**src/rtl/gru_uart_host.sv**
```systemverilog
// gru_uart_host: streams a payload RAM to a GRU target over 8N1 UART and
// collects result words. Optional RECV watchdog: GRU_HOST_TIMEOUT_EN.
module gru_uart_host #(
    parameter int CLKS_PER_BIT = 10417,
    parameter int TX_WORDS     = 33,
    parameter int RX_WORDS     = 12,
    parameter int TIMEOUT_CLKS = 2000000
) (
    input  logic        clk,
    input  logic        rstn,
    input  logic        i_wr_en,
    input  logic [5:0]  i_wr_addr,
    input  logic [31:0] i_wr_data,
    input  logic        i_start,
    input  logic [3:0]  i_rd_addr,
    output logic [31:0] o_rd_data,
    output logic        o_uart_tx,
    input  logic        i_uart_rx,
    output logic        o_busy,
    output logic        o_done,
    output logic        o_timeout_err
);
    localparam int CW  = (CLKS_PER_BIT > 2) ? $clog2(CLKS_PER_BIT) : 1;
    localparam int TBW = $clog2(4 * TX_WORDS + 1);
    localparam int RBW = $clog2(4 * RX_WORDS + 1);
    localparam int TAW = (TX_WORDS > 1) ? $clog2(TX_WORDS) : 1;
    localparam int RAW = (RX_WORDS > 1) ? $clog2(RX_WORDS) : 1;
    localparam logic [CW-1:0]  BIT_END  = CW'(CLKS_PER_BIT - 1);
    localparam logic [CW-1:0]  HALF_END = CW'(CLKS_PER_BIT / 2 - 1);
    localparam logic [TBW-1:0] TX_LAST  = TBW'(4 * TX_WORDS - 1);
    localparam logic [RBW-1:0] RX_LAST  = RBW'(4 * RX_WORDS - 1);

    typedef enum logic [1:0] {IDLE, SEND, RECV, DONE} state_t;
    typedef enum logic [2:0] {R_IDLE, R_START, R_DATA, R_STOP, R_WAIT} rx_state_t;

    state_t         state, state_nx;
    rx_state_t      rx_st, rx_st_nx;
    logic [31:0]    tx_mem [TX_WORDS];
    logic [31:0]    rx_mem [RX_WORDS];
    logic [CW-1:0]  tx_clk, rx_clk;
    logic [3:0]     tx_bit;
    logic [TBW-1:0] tx_byte;
    logic [31:0]    tx_word, rx_word;
    logic [7:0]     tx_cur, rx_sh;
    logic [2:0]     rx_bit;
    logic [RBW-1:0] rx_cnt;
    logic [RAW-1:0] wr_idx;
    logic           tx_val, tx_bit_end, tx_end, start;
    logic           rx_s1, rx_s2, rx_s3, rx_valid, wr_pend, to_hit;

    assign start      = (state == IDLE) && i_start;
    assign o_busy     = (state == SEND) || (state == RECV);
    assign o_done     = (state == DONE);
    assign tx_word    = tx_mem[TAW'(tx_byte >> 2)];
    assign tx_cur     = tx_word[{tx_byte[1:0], 3'b000} +: 8];
    assign tx_bit_end = (tx_clk == BIT_END);
    assign tx_end     = tx_bit_end && (tx_bit == 4'd9) && (tx_byte == TX_LAST);

    // Frame slot 0 is the start bit, 1..8 data LSB first, 9 the stop bit.
    always_comb begin
        tx_val = 1'b1;
        if (tx_bit == 4'd0)
            tx_val = 1'b0;
        else if (tx_bit <= 4'd8)
            tx_val = tx_cur[3'(tx_bit - 4'd1)];
    end

    always_comb begin
        state_nx = state;
        unique case (state)
            IDLE: if (i_start) state_nx = SEND;
            SEND: if (tx_end) state_nx = RECV;
            RECV: begin
                if (rx_valid && rx_cnt == RX_LAST)
                    state_nx = DONE;
                else if (to_hit)
                    state_nx = IDLE;
            end
            DONE: state_nx = IDLE;
            default: state_nx = IDLE;
        endcase
    end

    always_comb begin
        rx_st_nx = rx_st;
        unique case (rx_st)
            R_IDLE:  if (!rx_s2 && rx_s3) rx_st_nx = R_START;
            R_START: if (rx_clk == HALF_END) rx_st_nx = rx_s2 ? R_IDLE : R_DATA;
            R_DATA:  if (rx_clk == BIT_END && rx_bit == 3'd7) rx_st_nx = R_STOP;
            R_STOP:  if (rx_clk == BIT_END) rx_st_nx = rx_s2 ? R_IDLE : R_WAIT;
            R_WAIT:  if (rx_s2) rx_st_nx = R_IDLE;
            default: rx_st_nx = R_IDLE;
        endcase
    end

    always_ff @(posedge clk or negedge rstn) begin
        if (!rstn) begin
            rx_s1    <= 1'b1;
            rx_s2    <= 1'b1;
            rx_s3    <= 1'b1;
            rx_st    <= R_IDLE;
            rx_clk   <= '0;
            rx_bit   <= '0;
            rx_sh    <= '0;
            rx_valid <= 1'b0;
        end else begin
            rx_s1    <= i_uart_rx;
            rx_s2    <= rx_s1;
            rx_s3    <= rx_s2;
            rx_st    <= rx_st_nx;
            rx_valid <= 1'b0;
            unique case (rx_st)
                R_START: rx_clk <= (rx_clk == HALF_END) ? '0 : rx_clk + 1'b1;
                R_DATA: begin
                    if (rx_clk == BIT_END) begin
                        rx_clk <= '0;
                        rx_sh  <= {rx_s2, rx_sh[7:1]};
                        rx_bit <= rx_bit + 1'b1;
                    end else begin
                        rx_clk <= rx_clk + 1'b1;
                    end
                end
                R_STOP: begin
                    if (rx_clk == BIT_END) begin
                        rx_clk   <= '0;
                        rx_valid <= rx_s2;
                    end else begin
                        rx_clk <= rx_clk + 1'b1;
                    end
                end
                default: begin
                    rx_clk <= '0;
                    rx_bit <= '0;
                end
            endcase
        end
    end

    always_ff @(posedge clk or negedge rstn) begin
        if (!rstn) begin
            state     <= IDLE;
            tx_clk    <= '0;
            tx_bit    <= '0;
            tx_byte   <= '0;
            rx_cnt    <= '0;
            rx_word   <= '0;
            wr_pend   <= 1'b0;
            wr_idx    <= '0;
            o_uart_tx <= 1'b1;
            o_rd_data <= '0;
        end else begin
            state     <= state_nx;
            wr_pend   <= 1'b0;
            o_uart_tx <= (state == SEND) ? tx_val : 1'b1;
            o_rd_data <= (32'(i_rd_addr) < RX_WORDS) ? rx_mem[RAW'(i_rd_addr)] : '0;
            if (start) begin
                tx_clk  <= '0;
                tx_bit  <= '0;
                tx_byte <= '0;
                rx_cnt  <= '0;
            end else if (state == SEND) begin
                if (tx_bit_end) begin
                    tx_clk <= '0;
                    if (tx_bit == 4'd9) begin
                        tx_bit  <= '0;
                        tx_byte <= tx_byte + 1'b1;
                    end else begin
                        tx_bit <= tx_bit + 1'b1;
                    end
                end else begin
                    tx_clk <= tx_clk + 1'b1;
                end
            end
            // Bytes shift in from the top so byte 0 ends up in bits 7:0.
            if (state == RECV && rx_valid) begin
                rx_word <= {rx_sh, rx_word[31:8]};
                rx_cnt  <= rx_cnt + 1'b1;
                if (rx_cnt[1:0] == 2'd3) begin
                    wr_pend <= 1'b1;
                    wr_idx  <= RAW'(rx_cnt >> 2);
                end
            end
        end
    end

    always_ff @(posedge clk) begin
        if (i_wr_en && !o_busy && 32'(i_wr_addr) < TX_WORDS)
            tx_mem[TAW'(i_wr_addr)] <= i_wr_data;
        if (wr_pend)
            rx_mem[wr_idx] <= rx_word;
    end

`ifdef GRU_HOST_TIMEOUT_EN
    localparam int TOW = $clog2(TIMEOUT_CLKS + 1);
    logic [TOW-1:0] to_cnt;
    logic           to_err;

    assign to_hit        = (state == RECV) && (to_cnt == TOW'(TIMEOUT_CLKS - 1));
    assign o_timeout_err = to_err;

    always_ff @(posedge clk or negedge rstn) begin
        if (!rstn) begin
            to_cnt <= '0;
            to_err <= 1'b0;
        end else begin
            to_cnt <= (state != RECV || rx_valid) ? '0 : to_cnt + 1'b1;
            if (start)
                to_err <= 1'b0;
            else if (to_hit && state_nx == IDLE)
                to_err <= 1'b1;
        end
    end
`else
    assign to_hit        = 1'b0;
    assign o_timeout_err = 1'b0;
`endif

endmodule

```
**config.mk**
```make
export PLATFORM = sky130hd
export DESIGN_NAME = gru_uart_host
export DESIGN_NICKNAME = d
export VERILOG_FILES = /design/src/rtl/gru_uart_host.sv
export SDC_FILE = /design/constraint.sdc
export NUM_CORES = 1
export LEC_CHECK = 0
export CAP_MARGIN = 20
export CORE_MARGIN = 2
export CORE_UTILIZATION = 45
export DETAILED_ROUTE_END_ITERATION = 8
export SETUP_SLACK_MARGIN = 0.2
export SLEW_MARGIN = 20
export SYNTH_ARGS = -nofsm -noshare
export SYNTH_HDL_FRONTEND = slang
export SYNTH_SLANG_ARGS = --single-unit
```
**constraint.sdc**
```tcl
create_clock -name clk -period 7.3 [get_ports clk]
set_clock_uncertainty 0.15 [all_clocks]
set_input_delay 1.46 -clock clk [delete_from_list [all_inputs] [get_ports clk]]
set_output_delay 1.46 -clock clk [all_outputs]
set_load 0.1 [all_outputs]
```
==> results of run 1 <==
logic make-up after synthesis:
kind of cell | share of synthesized area (%)
compound gates | 3.595
xor+xnor | 0.3437
fa+ha+maj | 0.3478
buf+inv | 1.878
flops | 76.28
mux | 14.73
other cells | 0.006132
simple gates | 2.821
cells in the mapped netlist, types with 17 or more instances:
cell      count  area, sq um
ha_1         17        212.7
o221ai_1     40        350.3
clkbuf_1     68        255.2
mux2_2       63        709.4
a21oi_1      42        210.2
inv_1        22        82.58
mux4_1       23        604.3
mux2i_1     152         1521
buf_8        20        300.3
a22oi_1      29        217.7
buf_2        17        85.08
nor2_1      107        401.6
mux4_2      274         6171
dfrtp_1     132         3303
nand2_1     101        379.1
o21ai_0      77        385.4
nand3_1      39        195.2
edfxtp_1   1440        43240
a211oi_1     22        165.2
nand3b_1     20        150.1
report_power, final:
| part | switching (W) | internal [W] | leakage (nW) |
|---|---|---|---|
| registers | 0.000153 | 0.00993 | 13.9 |
| clock network | 0.00350 | 0.00475 | 2.62 |
| logic | 0.00137 | 0.000918 | 4.85 |
sequential cells by signal, indices dropped and copies added, names as in the netlist, 4 cells and up:
signal and flops:
tx_byte 8, tx_clk 14, rx_mem 384, rx_cnt 6, rx_clk 14, rx_sh 8, rx_word 32, tx_bit 4
o_rd_data 32, tx_mem 1056, wr_idx 4
stage by stage:
step	power (W)	std cells	hold slack [ns]
finish	0.02063	5097	0.2056
global route	0.02130	5097	0.2146
CTS	0.02081	5093	0.2074
detailed placement	0.01258	4796	0.1985
global placement	0.01254	4783	0.1962
floorplan	0.01195	2975	0.1952
layout make-up:
type | count | area (sq um)
Tap cell | 1781 | 2228
Multi-Input combinational cell | 1223 | 13710
Clock inverter | 99 | 1134
Fill cell | 10500 | 65170
Sequential cell | 1576 | 46660
Inverter | 24 | 90.09
Antenna cell | 2 | 5.005
Clock buffer | 198 | 4237
Timing Repair Buffer | 194 | 1894
critical path, stage by stage, from the launching register on:
cell,delay [ns]
dfrtp_4,0.86
buf_4,0.58
buf_4,0.41
mux4_2,0.36
mux2_2,0.32
o22ai_2,0.25
a211oi_1,0.13
a2111oi_2,0.50
nor4_1,0.12
o221ai_1,0.31
nand3_1,0.26
layer usage:
layer	vias to the layer above	share of wire, %
li1	12720	-
met1	16230	40
met2	1228	50
met3	266	6.3
met4	2	2.9
met5	-	0.0087
worst max path at each step:
| stage | to | cells past startpoint |
|---|---|---|
| floorplan | tx_mem[32][0]$_DFFE_PP_ | 2 |
| global placement | tx_mem[18][0]$_DFFE_PP_ | 6 |
| detailed placement | tx_mem[26][10]$_DFFE_PP_ | 6 |
| CTS | o_uart_tx$_DFF_PN1_ | 9 |
| global route | o_uart_tx$_DFF_PN1_ | 9 |
| finish | o_uart_tx$_DFF_PN1_ | 10 |
==> results.cfg, run 1 <==
[hold_path]
hp-start = rx_s1$_DFF_PN1_
holdPathStages = 0
min_to = rx_s2$_DFF_PN1_
hold_path.class = reg -> reg

[critical_path]
r2r_start = tx_byte[3]$_DFFE_PN0P_
critPathLaunchType = flop
cp.arrival_ns = 4.97
cp-end-kind = flop
cp.required_ns = 7.82
r2r.worst_path.cells = 10
r2r-end = o_uart_tx$_DFF_PN1_
crit_path_start = tx_byte[3]$_DFFE_PN0P_
rrSetupSlack_ns = 2.85
crit_type = reg -> reg
cp_max_fo = 44

[global_route]
grt-busiest-layer = met2
grt_pass1_wl_um = 219000
grt_use_met3_pct = 3.714
grt_max_degree = 109
grt_usage_pct = 21.67
antenna_found_initial = 5
grt_use_met2_pct = 36.31
grt_pass1_vias = 31440
overflow = 0
use_met1_pct = 28.84

[logic_synthesis]
synth_cell_types = 81
synth_nets = 3039
syn_inst = 2975
ys.warnings.count = 0
ys.flop_type = edfxtp_1
synth_seq_area_share_pct = 76.28
synthArstFlopShare_pct = 8.629
avgSynthCellArea_sq_um = 20.56
synth-seq-cells = 1576
synth-edff-count = 1440
syn_area_sq_mm = 0.06115

[clock_network]
cts_tree = done
clk_latency_ns = 0.80
cts_sinks = 1576
cts_max_path_buffers = 3
root_buffer = clkbuf_16
cts.clk_slew.worst_paths_ns = 0.06
numCtsBuffers = 160
htreeDepth = 4
post_cts_buffers = 0
hold_buffers = 0
post_cts_resized = 0

[placed_design]
gp_congestion = 0.8388
post-place-ws_ns = 2.421
dp_hpwl_um = 86060
place_area_sq_mm = 0.06454
portBuffers = 81

[cells_and_area]
design_area_sq_mm = 0.06996
syn2layout_area_growth_pct = 14.40
final_common_cell = edfxtp_1
nNetsFinal = 3243
drive_gt1_share_pct = 23.26
final_util_pct = 51.77
layout_common_cells = 1440 x edfxtp_1, 274 x mux4_2, 160 x clkbuf_16

[timing]
tightestPinTransition_ns = 1.116
setup_viol = 0
rsz0062_at_grt = no
period_needed_ns = 4.453
setup_tns_ns = 0
max_freq_mhz = 224.6
worst_slack_ns = 2.847
slew_violations = 0
final_hold_viol_count = 0
period_share_pct = 61.00
slew_headroom_pct = 25.35

[pwr]
ir_drop_uv = 210.3
p_leak_nw = 21.35
power_density_mw_per_mm2 = 294.8

[floorplan]
placementRows = 135
dieArea_sq_mm = 0.1389
io_pins = 83
die_w_um = 372.6
core_sq_mm = 0.1351
fp.dieH_um = 372.6
initial_core_util_pct = 45.26

[detailed_routing]
postRouteAntennaNets = 0
via_per_inst = 5.974
drc_errors = 0
wl_per_cell_um = 29.46
routed_wl_um = 150100
first_iter_violations = 3230
firstDrtPassIters = 5
via_count = 30450

[job]
maxCapViolations = 0

[outcome]
status = finished clean
No activity file was read; power rests on OpenSTA's default activity.
==> run 2, diff against run 1 <==
clock period = 3.55 ns   (was 7.3 ns; I/O delays follow)
==> run 2 against run 1 <==
  * Maximum frequency up 34%
  * Die area is the same
  * Largest cell class unchanged
  * Critical path depth increased by 1
  * Global-route usage is 1.2 points higher
  * Total power rose by 110%
  * Clock power rose by 110%
  * Sequential power is 100% higher
  * Via count grew 3.5%
  * Utilization increased by 1.1 points
  * First-iteration DRC count up 17%
==> results.cfg, run 2 (synthesis gave the netlist of run 1 again) <==
[outcome]
status = finished clean

[cells_and_area]
drive_gt1_share_pct = 26.35
final_common_cell = edfxtp_1
reg_top3 = tx_mem (1056), rx_mem (384)
nNetsFinal = 3337
largest_reg_flops = 1056
layout_common_cells = 1440 x edfxtp_1, 274 x mux4_2, 165 x clkbuf_16
regMostFlops = tx_mem
syn2layout_area_growth_pct = 16.92

[global_route]
overflow = 0
grt_usage_pct = 22.83
grt_pass1_wl_um = 228300
antenna_found_initial = 7
grt_pass1_vias = 32210
grt_max_degree = 80

[detailed_routing]
postRouteAntennaNets = 0
first_iter_violations = 3772
drc_errors = 0
via_count = 31520
firstDrtPassIters = 5
via_per_inst = 6.071
routed_wl_um = 159900
wl_per_cell_um = 30.80

[pwr]
power_density_mw_per_mm2 = 604.6
p_leak_nw = 22.15
ir_drop_uv = 572.7

[timing]
setup_viol = 0
final_hold_viol_count = 0
rsz0062_at_grt = no
tightestPinTransition_ns = 1.072
slew_headroom_pct = 28.32
max_freq_mhz = 300.7
period_share_pct = 93.67
hold_ws_ns = 0.1964
slew_violations = 0
period_needed_ns = 3.325
setup_tns_ns = 0

[critical_path]
cp.required_ns = 4.11
rrSetupSlack_ns = 0.22
critPathLaunchType = flop
crit_type = reg -> reg
cp-end-kind = flop
cp_max_fo = 22
cp.arrival_ns = 3.89

[clock_network]
cts_tree = done
root_buffer = clkbuf_16
cts_sinks = 1576
htreeDepth = 4
cts_max_path_buffers = 3
clk_latency_ns = 0.80
cts.clk_slew.worst_paths_ns = 0.06
numCtsBuffers = 160

[floorplan]
die_w_um = 372.6
placementRows = 135
fp.dieH_um = 372.6
dieArea_sq_mm = 0.1389
core_sq_mm = 0.1351
initial_core_util_pct = 45.26
io_pins = 83

[placed_design]
gp_congestion = 0.8171
dp_hpwl_um = 90900
portBuffers = 81

[hold_path]
hold_path.class = in -> reg

[job]
maxCapViolations = 0
[run 2: path summary, 6_finish.rpt]
path                                           to                    from  depth (start not counted)
setup / recovery              o_uart_tx$_DFF_PN1_  tx_byte[2]$_DFFE_PN0P_                         11
max in group asynchronous  tx_byte[3]$_DFFE_PN0P_                    rstn                          3
min in group asynchronous  o_rd_data[8]$_DFF_PN0_                    rstn                          2
setup reg to reg              o_uart_tx$_DFF_PN1_  tx_byte[2]$_DFFE_PN0P_                         11
hold / removal                    rx_s1$_DFF_PN1_               i_uart_rx                          1
hold reg to reg                   rx_s2$_DFF_PN1_         rx_s1$_DFF_PN1_                          0
[run 2: metrics by stage]
step | cells | setup slack, ns | power, W | cell area (sq um) | utilization [%]
2_1_floorplan | 2975 | -0.2741 | 0.02459 | 61220 | -
5_1_grt | 5191 | 0.1884 | 0.04453 | 71500 | 52.91
3_3_place_gp | 4880 | 0.1431 | 0.02601 | 65810 | 48.70
6_report | 5192 | 0.2246 | 0.04323 | 71500 | 52.91
4_1_cts | 5179 | 0.2116 | 0.04333 | 71350 | 52.80
3_5_place_dp | 4880 | 0.1407 | 0.02612 | 65810 | 48.70
[run 2: report_power, final]
part / switching, W / internal (W)
logic: 0.00304 / 0.00224
clock network: 0.00722 / 0.0101
registers: 0.000197 / 0.0204
total: 0.0105 / 0.0328
[run 2: metal layers]
layer / wire, um / track usage [%]
met5: 65 / 0
met3: 11800 / 3.876
met4: 4603 / 7.578
met1: 64520 / 30.97
met2: 78900 / 37.72
[run 2: final cells by class]
class / instances / area, sq um
fill: 10420 / 63630
sequential: 1576 / 46660
multi-input combinational: 1223 / 13770
clock buffer: 206 / 4289
timing repair buffer: 288 / 3252
tap: 1781 / 2228
clock inverter: 91 / 1202
inverter: 24 / 90.09
antenna: 3 / 7.507
[run 2: repair_timing]
| action | in CTS | in global routing |
|---|---|---|
| pin swaps | 1 | 1 |
| hold buffers | 1 | 0 |
| cloned | 0 | 3 |
| gates resized for setup | 4 | 12 |
| hold endpoints to repair | 28 | 0 |
| endpoints found under the setup margin | 1 | 1 |
| setup buffers | 1 | 6 |
[run 2: worst max-delay path, cell delays in order, from the launching register on]
cell and delay, ns:
dfrtp_4 0.51, buf_4 0.16, buf_12 0.21, mux4_2 0.55, a22o_1 0.26, a211oi_1 0.26
a211oi_1 0.12, o22ai_1 0.39, a2111oi_1 0.10, buf_4 0.16, a31oi_1 0.24, nand3_1 0.11
